File: src/rtl/des_pkg.sv
// DES S-box shared definitions.
// Holds the layer geometry constants, the FSM state type and the eight
// FIPS 46-3 substitution tables, plus the single-box lookup function used
// by every lookup lane.
package des_pkg;

  localparam int SBOX_COUNT = 8;
  localparam int SLICE_W    = 6;
  localparam int NIBBLE_W   = 4;

  typedef enum logic [1:0] {
    ST_IDLE = 2'd0,
    ST_BUSY = 2'd1,
    ST_DONE = 2'd2
  } state_t;

  // One 64-bit word per table row; column 0 sits in the most significant
  // nibble so each word reads left to right like the printed table.
  localparam logic [63:0] SBOX_ROWS [SBOX_COUNT][4] = '{
    '{64'hE4D12FB83A6C5907, 64'h0F74E2D1A6CB9538,
      64'h41E8D62BFC973A50, 64'hFC8249175B3EA06D},
    '{64'hF18E6B34972DC05A, 64'h3D47F28EC01A69B5,
      64'h0E7BA4D158C6932F, 64'hD8A13F42B67C05E9},
    '{64'hA09E63F51DC7B428, 64'hD709346A285ECBF1,
      64'hD6498F30B12C5AE7, 64'h1AD069874FE3B52C},
    '{64'h7DE3069A1285BC4F, 64'hD8B56F03472C1AE9,
      64'hA690CB7DF13E5284, 64'h3F06A1D8945BC72E},
    '{64'h2C417AB6853FD0E9, 64'hEB2C47D150FA3986,
      64'h421BAD78F9C5630E, 64'hB8C71E2D6F09A453},
    '{64'hC1AF92680D34E75B, 64'hAF427C9561DE0B38,
      64'h9EF528C3704A1DB6, 64'h432C95FABE17608D},
    '{64'h4B2EF08D3C975A61, 64'hD0B7491AE35C2F86,
      64'h14BDC37EAF680592, 64'h6BD814A7950FE23C},
    '{64'hD2846FB1A93E50C7, 64'h1FD8A374C56B0E92,
      64'h7B419CE206ADF358, 64'h21E74A8DFC90356B}
  };

  // Row is the outer bit pair {b5,b0}, column the inner bits b4..b1.
  // Column c lives at nibble (15-c) counted from the LSB, and 15-c == ~c.
  function automatic logic [NIBBLE_W-1:0] sbox_lookup(
    input logic [2:0]         box,
    input logic [SLICE_W-1:0] val
  );
    logic [1:0]  row;
    logic [3:0]  col;
    logic [63:0] word;
    row  = {val[5], val[0]};
    col  = val[4:1];
    word = SBOX_ROWS[box][row];
    return word[{~col, 2'b00} +: NIBBLE_W];
  endfunction

endpackage

File: src/rtl/des_sbox_lut.sv
// Single DES S-box lookup unit (combinational).
// Ports:
//   box_idx : which of S1..S8 to apply (0 = S1)
//   lut_in  : 6-bit slice of the key-mixed vector
//   lut_out : 4-bit substituted nibble
module des_sbox_lut
  import des_pkg::*;
(
  input  logic [2:0]          box_idx,
  input  logic [SLICE_W-1:0]  lut_in,
  output logic [NIBBLE_W-1:0] lut_out
);

  assign lut_out = sbox_lookup(box_idx, lut_in);

endmodule

File: src/rtl/des_sbox_layer_seq.sv
// Sequential DES S-box substitution layer with valid/ready handshakes.
// The eight lookups are folded onto LANES lookup units over 8/LANES cycles.
// Ports:
//   i_clk, i_rst_n     : clock, asynchronous active-low reset
//   i_valid / o_ready  : upstream handshake carrying i_vector (48 bits)
//   o_valid / i_ready  : downstream handshake carrying o_vector (32 bits)
// Box k reads i_vector[6k+5:6k] and writes o_vector[4k+3:4k].
module des_sbox_layer_seq
  import des_pkg::*;
#(
  parameter int LANES = 2
) (
  input  logic                             i_clk,
  input  logic                             i_rst_n,
  input  logic                             i_valid,
  output logic                             o_ready,
  input  logic [SBOX_COUNT*SLICE_W-1:0]    i_vector,
  output logic                             o_valid,
  input  logic                             i_ready,
  output logic [SBOX_COUNT*NIBBLE_W-1:0]   o_vector
);

  localparam int STEPS = SBOX_COUNT / LANES;

  if (LANES != 1 && LANES != 2 && LANES != 4 && LANES != 8) begin : g_bad_lanes
    $error("des_sbox_layer_seq: LANES must be 1, 2, 4 or 8");
  end

  state_t                          state_q;
  logic [2:0]                      step_q;
  logic [SBOX_COUNT*SLICE_W-1:0]   vec_q;
  logic [SBOX_COUNT*NIBBLE_W-1:0]  out_q;
  logic [SBOX_COUNT*NIBBLE_W-1:0]  out_next;
  logic                            valid_q;
  logic                            accept;
  logic                            last_step;
  logic [SBOX_COUNT*SLICE_W-1:0]   src_vec;
  logic [2:0]                      box_idx  [LANES];
  logic [SLICE_W-1:0]              lane_in  [LANES];
  logic [NIBBLE_W-1:0]             lane_out [LANES];

  // o_ready depends only on state and i_ready, never on i_valid.
  assign o_ready   = (state_q == ST_IDLE) || ((state_q == ST_DONE) && i_ready);
  assign accept    = i_valid && o_ready;
  assign last_step = (step_q == 3'(STEPS - 1));

  // With all eight lanes present the whole result is formed on the accept
  // edge, so the lanes must look at the incoming vector, not the latch.
  assign src_vec = (LANES == SBOX_COUNT) ? i_vector : vec_q;

  for (genvar l = 0; l < LANES; l++) begin : g_lane
    assign box_idx[l] = 3'(32'(step_q) * LANES + l);
    assign lane_in[l] = src_vec[6'(box_idx[l]) * 6'd6 +: SLICE_W];

    des_sbox_lut u_lut (
      .box_idx (box_idx[l]),
      .lut_in  (lane_in[l]),
      .lut_out (lane_out[l])
    );
  end

  // Merge this cycle's lane nibbles into the held result.
  always_comb begin
    out_next = out_q;
    for (int l = 0; l < LANES; l++) begin
      out_next[{box_idx[l], 2'b00} +: NIBBLE_W] = lane_out[l];
    end
  end

  always_ff @(posedge i_clk or negedge i_rst_n) begin
    if (!i_rst_n) begin
      state_q <= ST_IDLE;
      step_q  <= '0;
      vec_q   <= '0;
      out_q   <= '0;
      valid_q <= 1'b0;
    end else begin
      case (state_q)
        ST_IDLE, ST_DONE: begin
          if (accept) begin
            vec_q  <= i_vector;
            step_q <= '0;
            if (LANES == SBOX_COUNT) begin
              out_q   <= out_next;
              state_q <= ST_DONE;
              valid_q <= 1'b1;
            end else begin
              state_q <= ST_BUSY;
              valid_q <= 1'b0;
            end
          end else if ((state_q == ST_DONE) && i_ready) begin
            state_q <= ST_IDLE;
            valid_q <= 1'b0;
          end
        end
        ST_BUSY: begin
          out_q <= out_next;
          if (last_step) begin
            state_q <= ST_DONE;
            valid_q <= 1'b1;
            step_q  <= '0;
          end else begin
            step_q <= step_q + 3'd1;
          end
        end
        default: begin
          state_q <= ST_IDLE;
          valid_q <= 1'b0;
        end
      endcase
    end
  end

  assign o_valid  = valid_q;
  assign o_vector = out_q;

endmodule

File: config.mk
export PLATFORM = sky130hd
export DESIGN_NAME = des_sbox_layer_seq
export DESIGN_NICKNAME = d
export VERILOG_FILES = /design/src/rtl/des_pkg.sv /design/src/rtl/des_sbox_lut.sv /design/src/rtl/des_sbox_layer_seq.sv
export SDC_FILE = /design/constraint.sdc
export NUM_CORES = 1
export LEC_CHECK = 0
export CORE_ASPECT_RATIO = 0.5
export CORE_MARGIN = 4
export CORE_UTILIZATION = 58
export CTS_BUF_LIST = sky130_fd_sc_hd__clkbuf_4 sky130_fd_sc_hd__clkbuf_8
export DETAILED_ROUTE_END_ITERATION = 8
export GPL_TIMING_DRIVEN = 1
export PLACE_DENSITY = 0.85
export SYNTH_ARGS = -nofsm -noshare
export SYNTH_HDL_FRONTEND = slang
export SYNTH_SLANG_ARGS = --single-unit
export TNS_END_PERCENT = 10
File: constraint.sdc
create_clock -name i_clk -period 8 [get_ports i_clk]
set_input_delay 1.6 -clock i_clk [delete_from_list [all_inputs] [get_ports i_clk]]
set_output_delay 1.6 -clock i_clk [all_outputs]
set_load 0.03 [all_outputs]
Yosys cells after proc, flatten, opt, wreduce, memory -nomap -nowiden
Memory sizes are Yosys's and may differ from the RTL's.
Cells that the tools add are included.
{ "op_classes": {"n_bitwise": 6, "n_lt_le_gt_ge": 4, "reduce_logical": 9, "n_addsub": 4, "eq_ne": 6, "n_mul": 2, "n_shift": 8, "n_mux": 23} }
{ "op_table": {"columns": ["cell", "count"], "rows": [
  ["two-way mux 256 bit", 4],
  ["binary-select mux 64 bit (select 2 bit)", 2],
  ["two-way mux 64 bit", 4],
  ["indexed part select 64 x 7 -> 4 bit", 2],
  ["indexed part select 48 x 7 -> 6 bit", 2],
  ["bitwise mux 32 bit", 2],
  ["variable shift 4 x 7 -> 32 bit, first input constant", 2],
  ["indexed part select 4 x 7 -> 32 bit", 2],
  ["negator 5 -> 7 bit", 2],
  ["greater-or-equal comparator 4 bit, second input constant", 2],
  ["inverter 3 -> 4 bit", 2],
  ["inverter 4 bit", 2],
  ["adder 3 x 1 -> 3 bit, second input constant", 2],
  ["greater-or-equal comparator 3 bit, second input constant", 2],
  ["two-way mux 2 bit", 3],
  ["two-way mux 3 bit", 2],
  ["inverter 2 -> 3 bit", 2],
  ["one-hot mux 3 bit (2 select lines)", 1],
  ["AND reduction 2 bit", 3],
  ["multiplier 3 x 2 -> 5 bit, second input constant", 1],
  ["multiplier 2 x 2 -> 4 bit, second input constant", 1],
  ["!= test 2 bit, second input constant", 2],
  ["one-hot mux 2 bit (2 select lines)", 1],
  ["== test 3 x 2 -> 1 bit, second input constant", 1],
  ["10 further kinds", 13]
]} }
{ "totals": {"mem_bits_ro": 4096, "elab_cells": 69, "n_memories": 2, "in_bits": 52, "reg_bits": 86, "output_inout_bits": 34} }
{ "memory_table": {"columns": ["name", "words", "width", "read_ports", "rd_ports_with_merged_regs", "wr", "line_no", "source"], "rows": [
  ["(no name shown)", 8, 256, 1, 0, 0, "des_pkg.sv:49", "word = SBOX_ROWS[box][row];"],
  ["(no name shown)", 8, 256, 1, 0, 0, "des_pkg.sv:49", null]
]} }

Longest topological paths before layout
Gate-level depths: netlist of run 1.
{ "depth": {"depth_word": 11, "depth_mapped": 19} }

Hierarchy
From an unflattened synthesis of run 1, not the netlist that was laid out.
{ "unflattened": {"hier_cells": 1464, "hier_area_um2": 10991.8} }
{ "modules_own_cells": {"columns": ["mod", "n_inst", "cells_per_inst", "seq_area_each_um2", "area_per_inst_um2"], "rows": [
  ["des_sbox_lut", 2, 584, 0.0, 3512.1],
  ["des_sbox_layer_seq", 1, 296, 2152.1, 3967.6]
]} }

Worst setup path after synthesis of run 1
OpenSTA, ideal clock, no wires.
{ "synth_timing": {"kind": "input -> output", "startpoint": "input port i_ready", "endpoint": "output port o_ready", "cell_stages": 2, "t_arrival_ns": 2.214, "t_required_ns": 6.400, "n_path_buf": 0, "path_slack_ns": 4.186, "path_cell_list": "nand2b_1 nor2b_1"} }
{ "synth_via": {"elab_chain_len": 2} }
{ "synth_lines": {"columns": ["item", "line_no", "source"], "rows": [
  ["start: declaration", "des_sbox_layer_seq.sv:19", "input logic i_ready,"],
  ["logical AND 1 bit", "des_sbox_layer_seq.sv:43", "assign o_ready = (state_q == ST_IDLE) || ((state_q == ST_DONE) && i_ready);"],
  ["logical OR 1 bit", "des_sbox_layer_seq.sv:43", null],
  ["end: declaration", "des_sbox_layer_seq.sv:16", "output logic o_ready,"]
]} }
No other way between the ends.

Worst setup path after layout of run 1
{ "layout_timing": {"startpoint": "register step_q[0]", "endpoint": "register out_q[5], in the netlist o_vector[5]"} }
{ "layout_via": {"elab_chain_len": 11} }
{ "layout_lines": {"columns": ["item", "line_no", "source"], "rows": [
  ["start: declaration", "des_sbox_layer_seq.sv:30", "logic [2:0] step_q;"],
  ["start signal: assignment", "des_sbox_layer_seq.sv:103", "step_q <= step_q + 3'd1;"],
  ["branches (longest 10 deep; another with multiplier 3 x 2 -> 5 bit)", null, null],
  ["bitwise mux 32 bit *", "des_sbox_layer_seq.sv:66", "out_next[{box_idx[l], 2'b00} +: NIBBLE_W] = lane_out[l];"],
  ["end signal: assignment", "des_sbox_layer_seq.sv:84", "out_q <= out_next;"],
  ["end signal: assignment", "des_sbox_layer_seq.sv:97", "out_q <= out_next;"],
  ["end: declaration", "des_sbox_layer_seq.sv:32", "logic [SBOX_COUNT*NIBBLE_W-1:0] out_q;"]
]} }
Mark *: on every way between the ends. The select of a mux whose other input is x is not followed.
A chain may end at the register's enable or synchronous reset.

==> results list, run 1 <==
- Number of vias per cell: 7.18
- For this design the top-level I/O count stands at 86.
- Crit Path Class: register to register
- Dividing the synthesized area by the synthesized cell count gives 7.59 µm².
- Total nets after synthesis: 1219
- Top cell type by total area after synthesis: sky130_fd_sc_hd__dfrtp_1
* Commonest cells in the netlist: 236 x sky130_fd_sc_hd__nand2_1, 85 x sky130_fd_sc_hd__dfrtp_1, 80 x sky130_fd_sc_hd__nor2_1
- Post-Syn Instances: 1142
* Final worst clock skew: 0.0202 ns
- The initialized floorplan defines 31 standard-cell rows.
- At the later pin of the worst-skew pair, clock insertion delay measures 0.37 ns.
- The final layout contains routed wiring with a total length of 33100 µm.
* Drt wl/cell: 24.6 µm
* Die area: 17100 µm²
- Dividing the final minimum period by the clock period gives 59.4%.
- Of the cells placed in the final design, the portion with a size suffix greater than 1 is 7.93%.
- Total of buffers placed on input and output ports: 85
- Top cell type's share of synthesized area: 24.5%
- Vias in the first global route: 8740
- RSZ-0062 raised after global routing: false
- Number of violations of the max-capacitance limit: 0
* Area of the placeable core: 14500 µm²
* Critical path capture point: o_vector[5]
* Wire length of the first global-routing pass: 50200 µm
* Number of remaining DRC errors: 1
* Synth async-reset ratio: 100%
* Pin count of the biggest net entering global routing: 66
* Vias after detailed routing: 9669
* Number of setup violations in the final report: 0
- Num Clock Sinks: 85
* Worst reg2reg setup slack: 3.25 ns
- The most used flip-flop cell after synthesis is sky130_fd_sc_hd__dfrtp_1.
* Setup TNS Final: 0 ns
- Clock buffers created by TritonCTS: 9
- At the pin with the least slew margin, the transition time is 1.07 ns.
- Routability Congestion: 1.05
- Number of logic stages on the critical path including buffering: 10
- STA classifies the critical path endpoint as a register.
- STA puts the critical path data required time at 8.26 ns.
- Portion of the post-synthesis area used by sequential elements: 24.5%
* Status: complete, but fails checks
* Number of antenna diodes: 0
- Clock-pin transition on the worst setup and hold timing paths: 0.11 ns
* Max-Slew Margin vs Limit: 27.3%
* Clock root cell: sky130_fd_sc_hd__clkbuf_8
* CP peak stage delay: 0.93 ns
* Remaining antenna violation count: 0
- The cell family contributing the most delay on the critical path is multiplexers.
* Longest Clk Path Bufs: 2
* Post-CTS setup buffers: 0
- Critical path data arrival time: 5.01 ns
- Detailed placement finished with a half-perimeter wire length of 22300 µm.
* Die boundary width: 181 µm
* Netlist cell types: 92
- RR Endpoint: o_vector[5]
* Synth Warn #: 0
- Failing checks: design-rule violations
- Net count reported at finish: 1220
- Once the floorplan was initialized, standard cells occupied 59.6% of the core.
- The startpoint identified for the worst register-to-register timing path is step_q[0].
- Final hold vios: 0
- CTS tree: yes
- The cell area that synthesis handed to floorplanning was 8670 µm².
* Post-CTS sizing: 0
* Cell with the biggest individual delay on the critical path: sky130_fd_sc_hd__dfrtp_4
- Compared with the post-synthesis result, the final layout area differs by 9.90%.
* Kind of start point of the critical path: register
- In the post-synthesis netlist, the cell with the most instances is sky130_fd_sc_hd__nand2_1.
- The worst register-to-register path has a depth of 10.
- CTS built an H-tree with a depth of 3.
* Post-synth EDFFs: 0
* GRT Resource Usage Total: 37.1%
- Critical path buffer and inverter count: 1
- Vert. Die Dim: 94.4 µm
- Prior to clock tree synthesis, the placed netlist has a worst setup slack of 3.29 ns.
- In this run the worst path has a maximum fanout of 59.
* Cells taking the most area after synthesis: sky130_fd_sc_hd__dfrtp_1 25%, sky130_fd_sc_hd__nand2_1 10%, sky130_fd_sc_hd__mux2i_1 4.2%
- Grt ovf: 0
- Timing startpoint of the critical path: step_q[0]
- Class of the worst hold path: register to register
- In this run, synthesis produced a sequential element count of 85.
* Final slew viol count: 0
- Highest attainable clock frequency: 0.210 GHz
* Initial antenna violation count: 0
- Hold-fix buffers at CTS: 0
- Detailed Routing Iterations Pass 1: 9
- Worst-case setup margin in the final layout: 3.25 ns
* Worst hold stages: 2
- Clock period minus worst slack: 4.75 ns
* 1st-iter DRT viols: 1769
* Cell-by-cell listing of the critical path: mux2_2 -> mux2i_4 -> inv_2 -> or2_1 -> o21ai_0 -> a2111oi_0 -> a31oi_1 -> and4_1 -> a21oi_2 -> o41ai_2
-- cell families (layout without fill, tap and decap cells) --
logic type,after synthesis,in the layout,share of synthesized area (%)
buffers and inverters,136,142,7.91
flip-flops,85,85,24.5
adder cells (fa/ha/maj),25,25,3.61
AO/OA/AOI/OAI,371,371,29.8
AND/OR/NAND/NOR,452,452,23.6
multiplexers,63,63,9.56
XOR/XNOR,10,10,1.01
-- stage by stage --
stage	instance area (µm²)	util (%)	hold WS (ns)	std cells
floorplan	8670	-	0.440	1142
global placement	9310	64.0	0.453	1330
detailed placement	9310	64.0	0.463	1330
CTS	9530	65.5	0.487	1346
global route	9530	65.5	0.512	1346
finish	9530	65.5	0.488	1346
-- sequential cells by signal (all words and copies together), names as in the netlist --
name and flops:
state_q 2, src_vec 48, o_vector 32, step_q 3
-- how the worst min path moves through the flow --
stage                            start           end
final                     o_vector[21]  o_vector[21]
after global routing       src_vec[34]   src_vec[34]
after CTS                   src_vec[4]    src_vec[4]
after detailed placement    src_vec[4]    src_vec[4]
after global placement      src_vec[3]    src_vec[3]
after floorplan            src_vec[26]   src_vec[26]
-- worst reg2reg max path, cell delays in order, from the launching register on --
cell and delay (ns):
sky130_fd_sc_hd__dfrtp_4 0.93, sky130_fd_sc_hd__mux2_2 0.58, sky130_fd_sc_hd__mux2i_4 0.83, sky130_fd_sc_hd__inv_2 0.61, sky130_fd_sc_hd__or2_1 0.42, sky130_fd_sc_hd__o21ai_0 0.18
sky130_fd_sc_hd__a2111oi_0 0.10, sky130_fd_sc_hd__a31oi_1 0.37, sky130_fd_sc_hd__and4_1 0.28, sky130_fd_sc_hd__a21oi_2 0.08, sky130_fd_sc_hd__o41ai_2 0.28
-- layout make-up --
class,count,area (µm²)
multi-input combinational,921,5860
fill,1298,5020
sequential,85,2130
timing repair buffer,104,991
tap,198,248
clock buffer,10,138
inverter,22,82.6
clock inverter,6,76.3
-- routing by layer --
layer  GRT usage [%]  vias up  part of all wire [%]
li1                -     4207                     -
met3            11.7      159                    15
met1            51.7     4481                    40
met5               0        -                     0
met4            15.9        0                   4.8
met2            53.0      822                    40
-- cell usage in the layout (no fill, tap or decap), drive strengths merged, types with 6 or more instances in the layout --
cell	instances
inv	22
or3	6
mux2i	40
nor2b	6
and3	8
a21oi	69
a211oi	28
nor3	25
o311ai	8
nor2	83
a22o	23
ha	25
a311oi	13
o21ai	73
o221ai	6
nand2b	19
xnor2	8
mux4	10
nand2	237
a32oi	6
o22ai	16
buf	20
clkbuf	10
a22oi	8
mux2	13
clkdlybuf4s50	84
a31oi	22
o211ai	31
dfrtp	85
o31ai	12
nand3	27
Power of run 1 is not shown: default switching activity piles up to over one toggle a cycle in this logic, so the estimate is an artifact.
==> inputs of run 2 (changes only) <==
- clock period: 8 -> 4.8 ns (I/O delays scaled with it)
==> run 2 against run 1 <==
The run still ends with design-rule violations left. Routed wire length increased by 6.5%. Worst setup slack got worse by 2.4 ns. Sequential share of layout area decreased by 0.26 points. Final area increased by 1.2%. Flip-flop and latch count unchanged. Count of clock-buffer cells in the layout unchanged. Global-route usage increased by 3.1 points. Worst hold slack got worse by 0.0012 ns. Register-to-register slack got worse by 2.4 ns. Non-clock buffer count increased by 15.
==> results list, run 2 (synthesized netlist as in run 1, its figures left out) <==
* Status: complete, but fails checks (unchanged)
- Failing checks: design-rule violations (unchanged).
- Slew of the pin with the lowest slew margin: 1.21 ns (was 1.07 ns)
- Most frequent cells in the layout: 236 x sky130_fd_sc_hd__nand2_1, 84 x sky130_fd_sc_hd__clkdlybuf4s50_1, 83 x sky130_fd_sc_hd__dfrtp_1 (unchanged)
- The area occupied by multi-input gates was 5860 µm² (unchanged).
- The number of flip-flops under the largest register name is 48 (unchanged).
* Maximum fanout along the worst path: 56 (was 59)
* Final worst clock skew: 0.0175 ns (was 0.0202 ns)
* Post-CTS sizing: 0 (unchanged)
* Terminating pin of the worst hold path: o_vector[11] (was o_vector[21])
* Final slew viol count: 0 (unchanged)
* Pin count of the biggest net entering global routing: 57 (was 66)
- Die area: 17100 µm² (unchanged)
- Critical path data arrival time: 4.32 ns (was 5.01 ns)
- Top Ports: 86 (unchanged)
- Wire length of the first global-routing pass: 54000 µm (was 50200 µm)
- The final cell utilization of the core was 66.3% (was 65.5%).
- Grt ovf: 0 (unchanged)
- The clock latency reported for the late side of the worst-skew pair was 0.38 ns (was 0.37 ns).
* Placed wire-length estimate: 24600 µm (was 22300 µm)
- Area of the placeable core: 14500 µm² (unchanged)
- Total of buffers placed on input and output ports: 85 (unchanged)
* Highest attainable clock frequency: 0.250 GHz (was 0.210 GHz)
- The remaining routing DRC violations was 25 (was 1).
* Number of setup violations in the final report: 0 (unchanged)
- Synth-to-layout area growth: 11.2% (was 9.90%)
- The startpoint-to-endpoint class of the critical path was register to register (unchanged).
- The total iterations of the first detailed-routing run is 9 (unchanged).
* 1st-iter DRT viols: 2006 (was 1769)
* Post-CTS setup buffers: 0 (unchanged)
- Clock-pin transition on the worst setup and hold timing paths: 0.10 ns (was 0.11 ns)
- The worst-case reg-to-reg path depth is 9 (was 10).
- The initial standard-cell utilization of the core came to 59.6% (unchanged).
* CTS tree: yes (unchanged)
* Worst hold stages: 2 (unchanged)
- The startpoint kind of the worst setup timing path was a register (unchanged).
- Most common library cell in the layout ignoring fill and taps: sky130_fd_sc_hd__nand2_1 (unchanged)
* Non-filler instance count after layout: 1361 (was 1346)
* CP Data Required Time: 5.12 ns (was 8.26 ns)
- Launch instance of the worst min-delay path: o_vector[11] (was o_vector[21])
- The routability congestion estimate is 1.07 (was 1.05).
- Drt wl/cell: 25.9 µm (was 24.6 µm)
* Clock root cell: sky130_fd_sc_hd__clkbuf_8 (unchanged)
- H-tree levels: 3 (unchanged)
- The die extent in x came to 181 µm (unchanged).
* Crit share post-route: 83.4% (was 59.4%)
* RSZ-0062 raised after global routing: false (unchanged)
- The number of nets in the layout was 1235 (was 1220).
- The total detailed-routing wirelength is 35300 µm (was 33100 µm).
* Fraction of final layout cells with drive strength greater than 1: 9.11% (was 7.93%)
* Element type at the critical path end: register (unchanged)
- Vias after detailed routing: 9984 (was 9669)
* Total area of sequential cells: 2130 µm² (unchanged)
* RR Endpoint: o_vector[22] (was o_vector[5])
- The CTS sink count came to 85 (unchanged).
- The relative slew slack was 19.4% (was 27.3%).
- The via count of the first global-routing pass is 9301 (was 8740).
* Class of the worst hold path: register to register (unchanged)
- The total of max-cap violations came to 0 (unchanged).
- The total instance count after detailed placement is 1345 (was 1330).
- Num rows: 31 (unchanged)
* Number of antenna diodes: 0 (unchanged)
- Initial antenna violation count: 0 (unchanged)
- The largest buffer count on any clock path came to 2 (unchanged).
* Filler Cells Inserted: 1230 (was 1298)
* Number of vias per cell: 7.34 (was 7.18)
* Hold-fix buffers at CTS: 0 (unchanged)
* Worst reg2reg setup slack: 0.80 ns (was 3.25 ns)
- Setup TNS Final: 0 ns (unchanged)
- Timing startpoint of the critical path: step_q[0] (unchanged)
* Launching point of the worst reg2reg path: step_q[0] (unchanged)
- Final hold vios: 0 (unchanged)
- GRT Resource Usage Total: 40.1% (was 37.1%)
* Vert. Die Dim: 94.4 µm (unchanged)
- The remaining number of nets flagged by the antenna check after routing was 0 (unchanged).
- Clock buffers created by TritonCTS: 9 (unchanged)
* Clock period minus worst slack: 4.00 ns (was 4.75 ns)
==> run 2: cell types whose count changed in the layout (fill, tap and decap cells not counted), sizes merged <==
cell | previous run | this run
clkinv | 5 | 4
buf | 20 | 35
clkinvlp | 0 | 1
==> run 2: worst max-delay path by stage <==
stage                        end  slack [ns]  cells after the start
floorplan           o_vector[10]        1.01                     18
global placement     o_vector[8]        1.06                      9
detailed placement  o_vector[16]        0.97                      9
CTS                 o_vector[16]        0.94                      9
global route        o_vector[22]        0.66                      9
finish              o_vector[22]        0.80                      9
==> run 2: through the flow <==
stage                     cell area, µm²  hold slack [ns]  setup slack [ns]
after floorplan                     8670            0.440              1.01
after global placement              9430            0.457              1.06
after detailed placement            9430            0.465             0.966
after CTS                           9640            0.490             0.939
after global routing                9640            0.506             0.658
final                               9640            0.487             0.799
==> run 2: routing by layer <==
| layer | share of wire [%] | vias up | GRT usage (%) |
|---|---|---|---|
| li1 | - | 4237 | - |
| met1 | 39 | 4636 | 54.5 |
| met2 | 41 | 891 | 59.5 |
| met3 | 15 | 220 | 12.3 |
| met4 | 5.4 | 0 | 17.6 |
| met5 | 0 | - | 0 |
==> run 2: cell type report <==
| cell class | count | area share [%] |
|---|---|---|
| multi-input combinational | 921 | 60.8 |
| sequential | 85 | 22.1 |
| timing repair buffer | 119 | 11.5 |
| tap | 198 | 2.57 |
| clock buffer | 10 | 1.43 |
| inverter | 22 | 0.857 |
| clock inverter | 6 | 0.779 |
==> run 2: critical path: stages (launching register included) <==
cell,delay [ns]
sky130_fd_sc_hd__dfrtp_4,0.90
sky130_fd_sc_hd__inv_1,0.42
sky130_fd_sc_hd__ha_1,0.43
sky130_fd_sc_hd__buf_4,0.42
sky130_fd_sc_hd__nand2_1,0.23
sky130_fd_sc_hd__and3_1,0.25
sky130_fd_sc_hd__a2111oi_0,0.59
sky130_fd_sc_hd__nor3_1,0.12
sky130_fd_sc_hd__a32oi_2,0.34
sky130_fd_sc_hd__a22o_1,0.18
Power of run 2 is left out for the same reason.
